### config.mk
export PLATFORM = sky130hd
export DESIGN_NAME = fpu_cmd_queue
export DESIGN_NICKNAME = d
export VERILOG_FILES = /design/src/rtl/fpu_cmd_queue.sv
export SDC_FILE = /design/constraint.sdc
export NUM_CORES = 1
export LEC_CHECK = 0
export CELL_PAD_IN_SITES_DETAIL_PLACEMENT = 1
export CELL_PAD_IN_SITES_GLOBAL_PLACEMENT = 2
export CORE_MARGIN = 8
export CORE_UTILIZATION = 50
export CTS_BUF_LIST = sky130_fd_sc_hd__clkbuf_8
export DETAILED_ROUTE_END_ITERATION = 8
export GPL_ROUTABILITY_DRIVEN = 0
export PLACE_DENSITY = 0.86
export SYNTH_ARGS = -nofsm -noshare
export SYNTH_HDL_FRONTEND = slang
export SYNTH_SLANG_ARGS = --single-unit
### constraint.sdc
create_clock -name clk -period 11.03 [get_ports clk]
set_input_delay 1.103 -clock clk [delete_from_list [all_inputs] [get_ports clk]]
set_output_delay 1.103 -clock clk [all_outputs]
set_load 0.1 [all_outputs]
### src/rtl/fpu_cmd_queue.sv
// Host bus front-end for the FPU core: operand staging, command FIFO, issue FSM, result FIFO.
// Optional core watchdog compiled in with `define FPU_Q_TIMEOUT_EN.
module fpu_cmd_queue #(
  parameter int DATA_W      = 8,
  parameter int OP_W        = 4,
  parameter int CMD_DEPTH   = 4,
  parameter int RES_DEPTH   = 4,
  parameter int TIMEOUT_CYC = 1024
) (
  input  logic              clk,
  input  logic              arst_n,
  input  logic [DATA_W-1:0] databus_in,
  output logic [DATA_W-1:0] databus_out,
  input  logic [3:0]        addr,
  input  logic              cs,
  input  logic              rd,
  input  logic              wr,
  input  logic              end_ack,
  output logic              cmd_end,
  output logic              busy,
  output logic              core_start,
  output logic [OP_W-1:0]   core_op,
  output logic [31:0]       core_a,
  output logic [31:0]       core_b,
  input  logic              core_done,
  input  logic [31:0]       core_result
);
  localparam int NW  = 32 / DATA_W;
  localparam int CAW = $clog2(CMD_DEPTH);
  localparam int RAW = $clog2(RES_DEPTH);
  localparam logic [31:0] QNAN = 32'h7FC00000;

  localparam logic [1:0] S_IDLE  = 2'd0;
  localparam logic [1:0] S_ISSUE = 2'd1;
  localparam logic [1:0] S_WAIT  = 2'd2;
  localparam logic [1:0] S_HOLD  = 2'd3;

  typedef struct packed {
    logic [OP_W-1:0] op;
    logic [31:0]     a;
    logic [31:0]     b;
  } cmd_t;

  logic [1:0]        state, state_n;
  logic              wr_q, ack_q, wr_evt;
  logic [31:0]       stg_a, stg_b;
  logic [OP_W-1:0]   stg_op;
  logic              ovf, tmo_flag, tmo_hit;
  logic [31:0]       held;
  logic              hold_ld;

  cmd_t              cmd_mem [CMD_DEPTH];
  logic [CAW:0]      cwp, crp;
  logic              cmd_full, cmd_empty, cmd_push, cmd_pop, host_push;
  cmd_t              cmd_head;

  logic [31:0]       res_mem [RES_DEPTH];
  logic [RAW:0]      rwp, rrp;
  logic              res_full, res_empty, res_push, res_pop, res_room;
  logic [31:0]       res_wdata, res_head;

  logic [DATA_W-1:0] status_w, rdata;

  // A write strobe held low across several edges is a single access.
  assign wr_evt    = !cs && !wr && wr_q;
  assign host_push = wr_evt && (addr == 4'd9);

  assign cmd_full  = (cwp[CAW] != crp[CAW]) && (cwp[CAW-1:0] == crp[CAW-1:0]);
  assign cmd_empty = (cwp == crp);
  assign cmd_push  = host_push && (!cmd_full || cmd_pop);
  assign cmd_head  = cmd_mem[crp[CAW-1:0]];

  assign res_full  = (rwp[RAW] != rrp[RAW]) && (rwp[RAW-1:0] == rrp[RAW-1:0]);
  assign res_empty = (rwp == rrp);
  assign res_pop   = end_ack && !ack_q && !res_empty;
  assign res_room  = !res_full || res_pop;
  assign res_head  = res_mem[rrp[RAW-1:0]];

  assign cmd_end = !res_empty;
  assign busy    = (state != S_IDLE) || !cmd_empty;

  always_ff @(posedge clk) begin
    if (cmd_push) cmd_mem[cwp[CAW-1:0]] <= '{op: stg_op, a: stg_a, b: stg_b};
    if (res_push) res_mem[rwp[RAW-1:0]] <= res_wdata;
  end

  always_ff @(posedge clk or negedge arst_n) begin
    if (!arst_n) begin
      wr_q   <= 1'b1;
      ack_q  <= 1'b0;
      stg_a  <= '0;
      stg_b  <= '0;
      stg_op <= '0;
    end else begin
      wr_q  <= wr;
      ack_q <= end_ack;
      if (wr_evt) begin
        for (int k = 0; k < NW; k++) begin
          if (addr == 4'(k))     stg_a[k*DATA_W +: DATA_W] <= databus_in;
          if (addr == 4'(4 + k)) stg_b[k*DATA_W +: DATA_W] <= databus_in;
        end
        if (addr == 4'd8) stg_op <= databus_in[OP_W-1:0];
      end
    end
  end

  always_ff @(posedge clk or negedge arst_n) begin
    if (!arst_n) begin
      cwp <= '0;
      crp <= '0;
      rwp <= '0;
      rrp <= '0;
      ovf <= 1'b0;
    end else begin
      if (cmd_push) cwp <= cwp + 1'b1;
      if (cmd_pop)  crp <= crp + 1'b1;
      if (res_push) rwp <= rwp + 1'b1;
      if (res_pop)  rrp <= rrp + 1'b1;
      if (host_push && cmd_full && !cmd_pop) ovf <= 1'b1;
      else if (wr_evt && addr == 4'hE)       ovf <= 1'b0;
    end
  end

  always_comb begin
    state_n   = state;
    cmd_pop   = 1'b0;
    res_push  = 1'b0;
    res_wdata = core_result;
    hold_ld   = 1'b0;
    case (state)
      S_IDLE:  if (!cmd_empty) state_n = S_ISSUE;
      S_ISSUE: begin
        cmd_pop = 1'b1;
        state_n = S_WAIT;
      end
      S_WAIT: if (core_done || tmo_hit) begin
        res_wdata = core_done ? core_result : QNAN;
        if (res_room) begin
          res_push = 1'b1;
          state_n  = S_IDLE;
        end else begin
          hold_ld = 1'b1;
          state_n = S_HOLD;
        end
      end
      S_HOLD: begin
        res_wdata = held;
        if (res_room) begin
          res_push = 1'b1;
          state_n  = S_IDLE;
        end
      end
      default: state_n = S_IDLE;
    endcase
  end

  always_ff @(posedge clk or negedge arst_n) begin
    if (!arst_n) begin
      state      <= S_IDLE;
      held       <= '0;
      core_start <= 1'b0;
      core_op    <= '0;
      core_a     <= '0;
      core_b     <= '0;
    end else begin
      state      <= state_n;
      core_start <= (state == S_ISSUE);
      if (hold_ld) held <= res_wdata;
      if (state == S_ISSUE) begin
        core_op <= cmd_head.op;
        core_a  <= cmd_head.a;
        core_b  <= cmd_head.b;
      end
    end
  end

`ifdef FPU_Q_TIMEOUT_EN
  localparam int TW = $clog2(TIMEOUT_CYC + 1);
  logic [TW-1:0] tmo_cnt;

  assign tmo_hit = (state == S_WAIT) && (tmo_cnt == TW'(TIMEOUT_CYC - 1));

  always_ff @(posedge clk or negedge arst_n) begin
    if (!arst_n) begin
      tmo_cnt  <= '0;
      tmo_flag <= 1'b0;
    end else begin
      if (state == S_ISSUE)                 tmo_cnt <= '0;
      else if (state == S_WAIT && !tmo_hit) tmo_cnt <= tmo_cnt + 1'b1;
      if (tmo_hit && !core_done)            tmo_flag <= 1'b1;
      else if (wr_evt && addr == 4'hE)      tmo_flag <= 1'b0;
    end
  end
`else
  // Watchdog compiled out: never fires, flag reads 0.
  assign tmo_hit  = (TIMEOUT_CYC < 0);
  assign tmo_flag = 1'b0;
`endif

  always_comb begin
    status_w      = '0;
    status_w[4:0] = {tmo_flag, ovf, res_empty, cmd_empty, cmd_full};
  end

  always_comb begin
    rdata = '0;
    if (!cs && !rd) begin
      if (addr == 4'hE) rdata = status_w;
      for (int k = 0; k < NW; k++)
        if (!res_empty && addr == 4'(9 + k)) rdata = res_head[k*DATA_W +: DATA_W];
    end
  end
  assign databus_out = rdata;

endmodule

==> flow_metrics.tcl, run 1 <==
set metrics [dict create \
    yosys_warnings 0 \
    avgSynthCellArea_um2 20.6 \
    post_cts_buffers 0 \
    numPortBuffers 129 \
    power.leakage_nw 9.58 \
    drive_gt1_share_pct 33.4 \
    die_width_um 228 \
    synth.net_count 1155 \
    layout_worst_path_cycle_share_pct 52.3 \
    crit_arrival_ns 4.67 \
    wl_um 49500 \
    synthArstFlopShare_pct 31.7 \
    io_pins 130 \
    diodes 0 \
    cp-start-kind "input port" \
    ant_nets 0 \
    cts_buffers 92 \
    core_area_um2 45000 \
    dominantRegCellSynth "edfxtp_1" \
    cp.required_ns 9.93 \
    hold_viol 0 \
    n_fill_cell 3913 \
    cts_tree "yes" \
    start_util_pct 50.1 \
    drc_errors 0 \
    cts.sinks 586 \
    status "finished, final reports clean" \
    totalPowerFinal_w 0.00747 \
    synth_cell_types 63 \
    synth_area_leaders "edfxtp_1 53%, dfrtp_1 21%, mux2_2 10%, mux4_2 9.6%, ha_1 0.55%" \
    synthCells 1094 \
    fmax_mhz 173 \
    grt_setup_unrepaired "false" \
    fp.dieH_um 228 \
    cts_resized 0 \
    ir_drop_mv 0.216 \
    multi_input_area_um2 5640 \
    htree_levels 3 \
    worstSkewPairLatency_ns 0.66 \
    dp_hpwl_um 28800 \
    cp-end-kind "primary output" \
    die_area_um2 52200 \
    seq_area_um2 16700 \
    final-setup-viol-count 0 \
    ys_ff_latch 586 \
    synth_top_area_share_pct 53.2 \
    maxCapViolCount 0 \
    wl_per_cell_um 25.2 \
    initialDrtViolationCount 892 \
    grt_overflow_total 0 \
    powerDensity_nw_per_um2 284 \
    row_count 78 \
    dr.pass1.iters 5 \
    cts_root_buffer "clkbuf_8" \
    period_needed_ns 5.77 \
    grt_max_degree 76 \
    vias 10900 \
    report.final.slew_viol_count 0 \
    worst_pin_slew_ns 1.13 \
    yosysTopAreaCell "edfxtp_1" \
    hold_buffers 0 \
    synth.most_common_cell "edfxtp_1" \
    tns_ns 0 \
    grt_pass1_wl_um 76900 \
    path_class "in2out" \
    r2r_cells 5 \
    path_max_fanout 24 \
    clk_pin_slew_ns 0.06 \
    fin_skew_ns 0.0295 \
    synth_edf_count 400 \
    grt_antenna_before_repair 1 \
    grt_usage_pct 19.2 \
    ys_top_cells_by_count "400 x edfxtp_1, 203 x mux2_2, 185 x dfrtp_1" \
    cts_max_path_buffers 3 \
    max_slew_margin_pct 24.8 \
    hold_path.class "in2async" \
    synth.cell_area_um2 22600 \
    synth_sequential_area_ratio_pct 73.9 \
    area_growth_pct 16.4 \
    layout.nets 1348 \
    viasPerCell 5.58 \
    grt_pass1_vias 12400 \
]
## path summary, 6_finish.rpt
check | startpoint | endpoint | slack [ns]
max in group asynchronous | arst_n | held[27] | 9.19
min in group clk | stg_a[30] | cmd_mem[3][62] | 0.49
worst min-delay path | arst_n | core_b[4] | 0.49
worst max register to register | rrp[0] | res_mem[3][24] | 7.68
worst max-delay path | addr[0] | databus_out[2] | 5.26
worst min register to register | stg_a[30] | cmd_mem[3][62] | 0.49
## metrics by stage
step           setup slack [ns]  hold slack [ns]  area (um^2)  util (%)  cells
6_report                   5.26            0.485        26300      58.4   1961
5_1_grt                    5.10            0.503        26300      58.4   1961
4_1_cts                    5.35            0.467        26300      58.4   1961
3_5_place_dp               5.37            0.484        24500      54.5   1793
3_3_place_gp               5.38            0.464        24500      54.5   1793
2_1_floorplan              5.71            0.454        22600         -   1094
## critical path, cell delays in order
cell and delay, ns:
clkdlybuf4s50_1 0.88, or3b_2 0.76, o221ai_1 0.16, a211oi_1 0.13, a211oi_1 0.41, clkdlybuf4s50_1 1.22
## flip-flops by register name, indices dropped and copies added (netlist names), 4 cells and up
register  flops
res_mem     128
cmd_mem     272
held         32
core_b       32
stg_op        4
core_op       4
core_a       32
stg_a        32
stg_b        32
## power by group
group | internal [W] | leakage (nW) | switching [W]
clock | 0.000909 | 1.03 | 0.000831
sequential | 0.00279 | 5.97 | 0.000235
combinational | 0.000936 | 2.58 | 0.00177
## layer usage
metal  vias up  GRT usage (%)  share of wire (%)
met5         -              0              0.026
met4         2           6.20                2.1
met3        81           4.67                5.9
met2       300           32.5                 51
met1      5806           24.2                 41
li1       4755              -                  -
## cell type report
class                      count  share of cell area (%)
clock buffer                 104                    5.45
timing repair buffer         146                    5.42
multi-input combinational    453                    21.5
tap                          600                    2.86
sequential                   586                    63.5
inverter                       8                   0.114
clock inverter                64                    1.23
## layout by cell type (no fill, tap or decap), drive strengths merged, types with 9 or more instances in the layout
cell type	Yosys	layout
inv	8	45
ha	10	10
edfxtp	400	400
dfrtp	185	185
xnor2	9	9
clkdlybuf4s50	0	128
buf	35	17
mux4	96	96
nand2	21	21
clkinv	0	23
clkbuf	12	105
mux2	204	204
## logic make-up after synthesis
family / Yosys count / share of synthesized area (%)
buf+inv: 55 / 1.19
simple gates: 79 / 2.17
mux: 307 / 20.1
flops: 586 / 73.9
xor+xnor: 17 / 0.760
fa+ha+maj: 10 / 0.555
compound gates: 40 / 1.37
Note: power is estimated with default switching activity, not from simulation.
==> run 2: changes to the inputs <==
Settings changed: CORE_UTILIZATION 50 to 48, PLACE_DENSITY 0.86 to 0.83.
Clock period 11.03 ns to 5.5 ns, I/O delays scaled along.
==> run 2 against run 1 <==
Clock skew down 0.0039 ns; die area increased by 3.9%; power increased by 100%; count of clock-buffer cells in the layout up 3; clock power increased by 100%; register-to-register slack worse by 5.5 ns; highest routed layer is now met4; largest power group unchanged.
==> flow_metrics.tcl, run 2 (synthesis results as in run 1) <==
set metrics [dict create \
    grt_overflow_total 0 \
    max_slew_margin_pct 27.9 \
    cts_tree "yes" \
    crit_path_max_incr_delay_ns 0.98 \
    viasPerCell 5.45 \
    power.share.combinational_pct 36.1 \
    p_switching_w 0.00566 \
    grt_pass1_wl_um 72700 \
    dr.pass1.iters 4 \
    start_util_pct 48.6 \
    fp.dieH_um 233 \
    min_path_cells 1 \
    diodes 0 \
    post_cts_buffers 0 \
    final-setup-viol-count 0 \
    report.final.slew_viol_count 0 \
    status "finished, final reports clean" \
    grt_max_degree 77 \
    tns_ns 0 \
    worst_pin_slew_ns 1.08 \
    power_switching_share_pct 37.8 \
    largest_register_ffs 272 \
    area_growth_pct 16.9 \
    initialDrtViolationCount 654 \
    cp-end-kind "primary output" \
    hold_viol 0 \
    clk_pin_slew_ns 0.06 \
    intPower_w 0.00931 \
    cp-start-kind "flip-flop" \
    final_cell_mix "400 x edfxtp_1, 203 x mux2_2, 182 x dfrtp_1" \
    io_pins 130 \
    clockPowerShare_pct 23.4 \
    core_area_um2 46500 \
    totalPowerFinal_w 0.0150 \
    powerDensity_nw_per_um2 568 \
    wl_um 47300 \
    grt_setup_unrepaired "false" \
    worst-path-buf-inv 2 \
    cts_root_buffer "clkbuf_8" \
    r2r_end "res_mem[2][8]" \
    numPortBuffers 129 \
    path_cells "buf_4, mux4_2, mux2i_1, o22ai_1, o2111a_1, clkdlybuf4s50_1" \
    use_met2_pct 30.1 \
    grt_pass1_vias 12000 \
    path_max_fanout 14 \
    fin_skew_ns 0.0256 \
    period_needed_ns 4.46 \
    slowest_stage "clkdlybuf4s50_1" \
    r2r_slack_ns 2.18 \
    die_area_um2 54200 \
    ir_drop_mv 0.513 \
    grt_usage_pct 17.7 \
    drive_gt1_share_pct 34.3 \
    p_seq_share_pct 40.6 \
    dp_hpwl_um 29200 \
    busiest_layer "met2" \
    power.leakage_nw 9.66 \
    grtUsageMet1_pct 22.6 \
    cts.sinks 586 \
    cts_resized 0 \
    crit_arrival_ns 3.91 \
    fmax_mhz 224 \
    maxCapViolCount 0 \
    grt_antenna_before_repair 1 \
    r2r-start "rrp[1]" \
    wl_per_cell_um 23.9 \
    ant_nets 0 \
    cts_max_path_buffers 3 \
    layout_commonest_cell "edfxtp_1" \
    hold_end "wr_q" \
    hold_buffers 1 \
    path_class "reg2out" \
    crit_family "buffers and inverters" \
    worstSkewPairLatency_ns 0.66 \
    vias 10800 \
    cts_buffers 94 \
    worstSetupPathDepth 6 \
    cp.required_ns 4.95 \
    layout.nets 1354 \
    r2r_cells 4 \
    die_width_um 233 \
    htree_levels 3 \
    hold_path.class "in2reg" \
    row_count 79 \
    use_met3_pct 3.69 \
    drc_errors 0 \
    worstHoldStart "wr" \
    layout_worst_path_cycle_share_pct 81.1 \
]
## run 2: cell count changes in the layout (fill, tap and decap cells not counted), sizes merged, moves of 2 or more
cell           previous run  this run
clkbuf                  105       108
buf                      17        27
clkdlybuf4s50           128       121
inv                      45        52
clkinvlp                  2         4
## run 2: area by class of cell
type	instances	area, um^2
fillers	4125	20100
inverters	8	30.0
repair buffers	150	1450
multi-input cells	453	5640
flip-flops and latches	586	16700
well taps	607	759
clock inverters	71	342
clock buffers	107	1470
## run 2: worst max-delay path by stage
stage	from	to	slack, ns
after CTS	rrp[1]	databus_out[4]	0.94
after detailed placement	addr[1]	databus_out[4]	1.49
after floorplan	rrp[0]	databus_out[2]	0.91
after global placement	addr[1]	databus_out[4]	1.51
final	rrp[1]	databus_out[4]	1.04
after global routing	rrp[1]	databus_out[4]	0.85
## run 2: per-layer routing
metal | vias to the layer above | part of all wire [%] | wire length [um]
li1 | 4786 | - | -
met1 | 5711 | 41 | 19600
met2 | 250 | 51 | 24300
met3 | 63 | 5.1 | 2400
met4 | 0 | 2.1 | 970
met5 | - | 0 | 0
## run 2: power groups by stage
stage          registers, W  logic (W)  clock network, W
5_1_grt             0.00618    0.00566           0.00378
4_1_cts             0.00609    0.00550           0.00362
3_3_place_gp        0.00611    0.00541                 0
6_report            0.00607    0.00540           0.00350
2_1_floorplan       0.00786    0.00231                 0
3_5_place_dp        0.00617    0.00548                 0
## run 2: metrics by stage
stage,util [%],setup WS (ns),hold slack [ns],cell area [um^2],cells
after detailed placement,52.8,1.49,0.482,24500,1803
final,56.8,1.04,0.367,26400,1982
after floorplan,-,0.909,0.254,22600,1094
after CTS,56.8,0.939,0.304,26400,1982
after global routing,56.8,0.851,0.353,26400,1982
after global placement,52.8,1.51,0.466,24500,1803
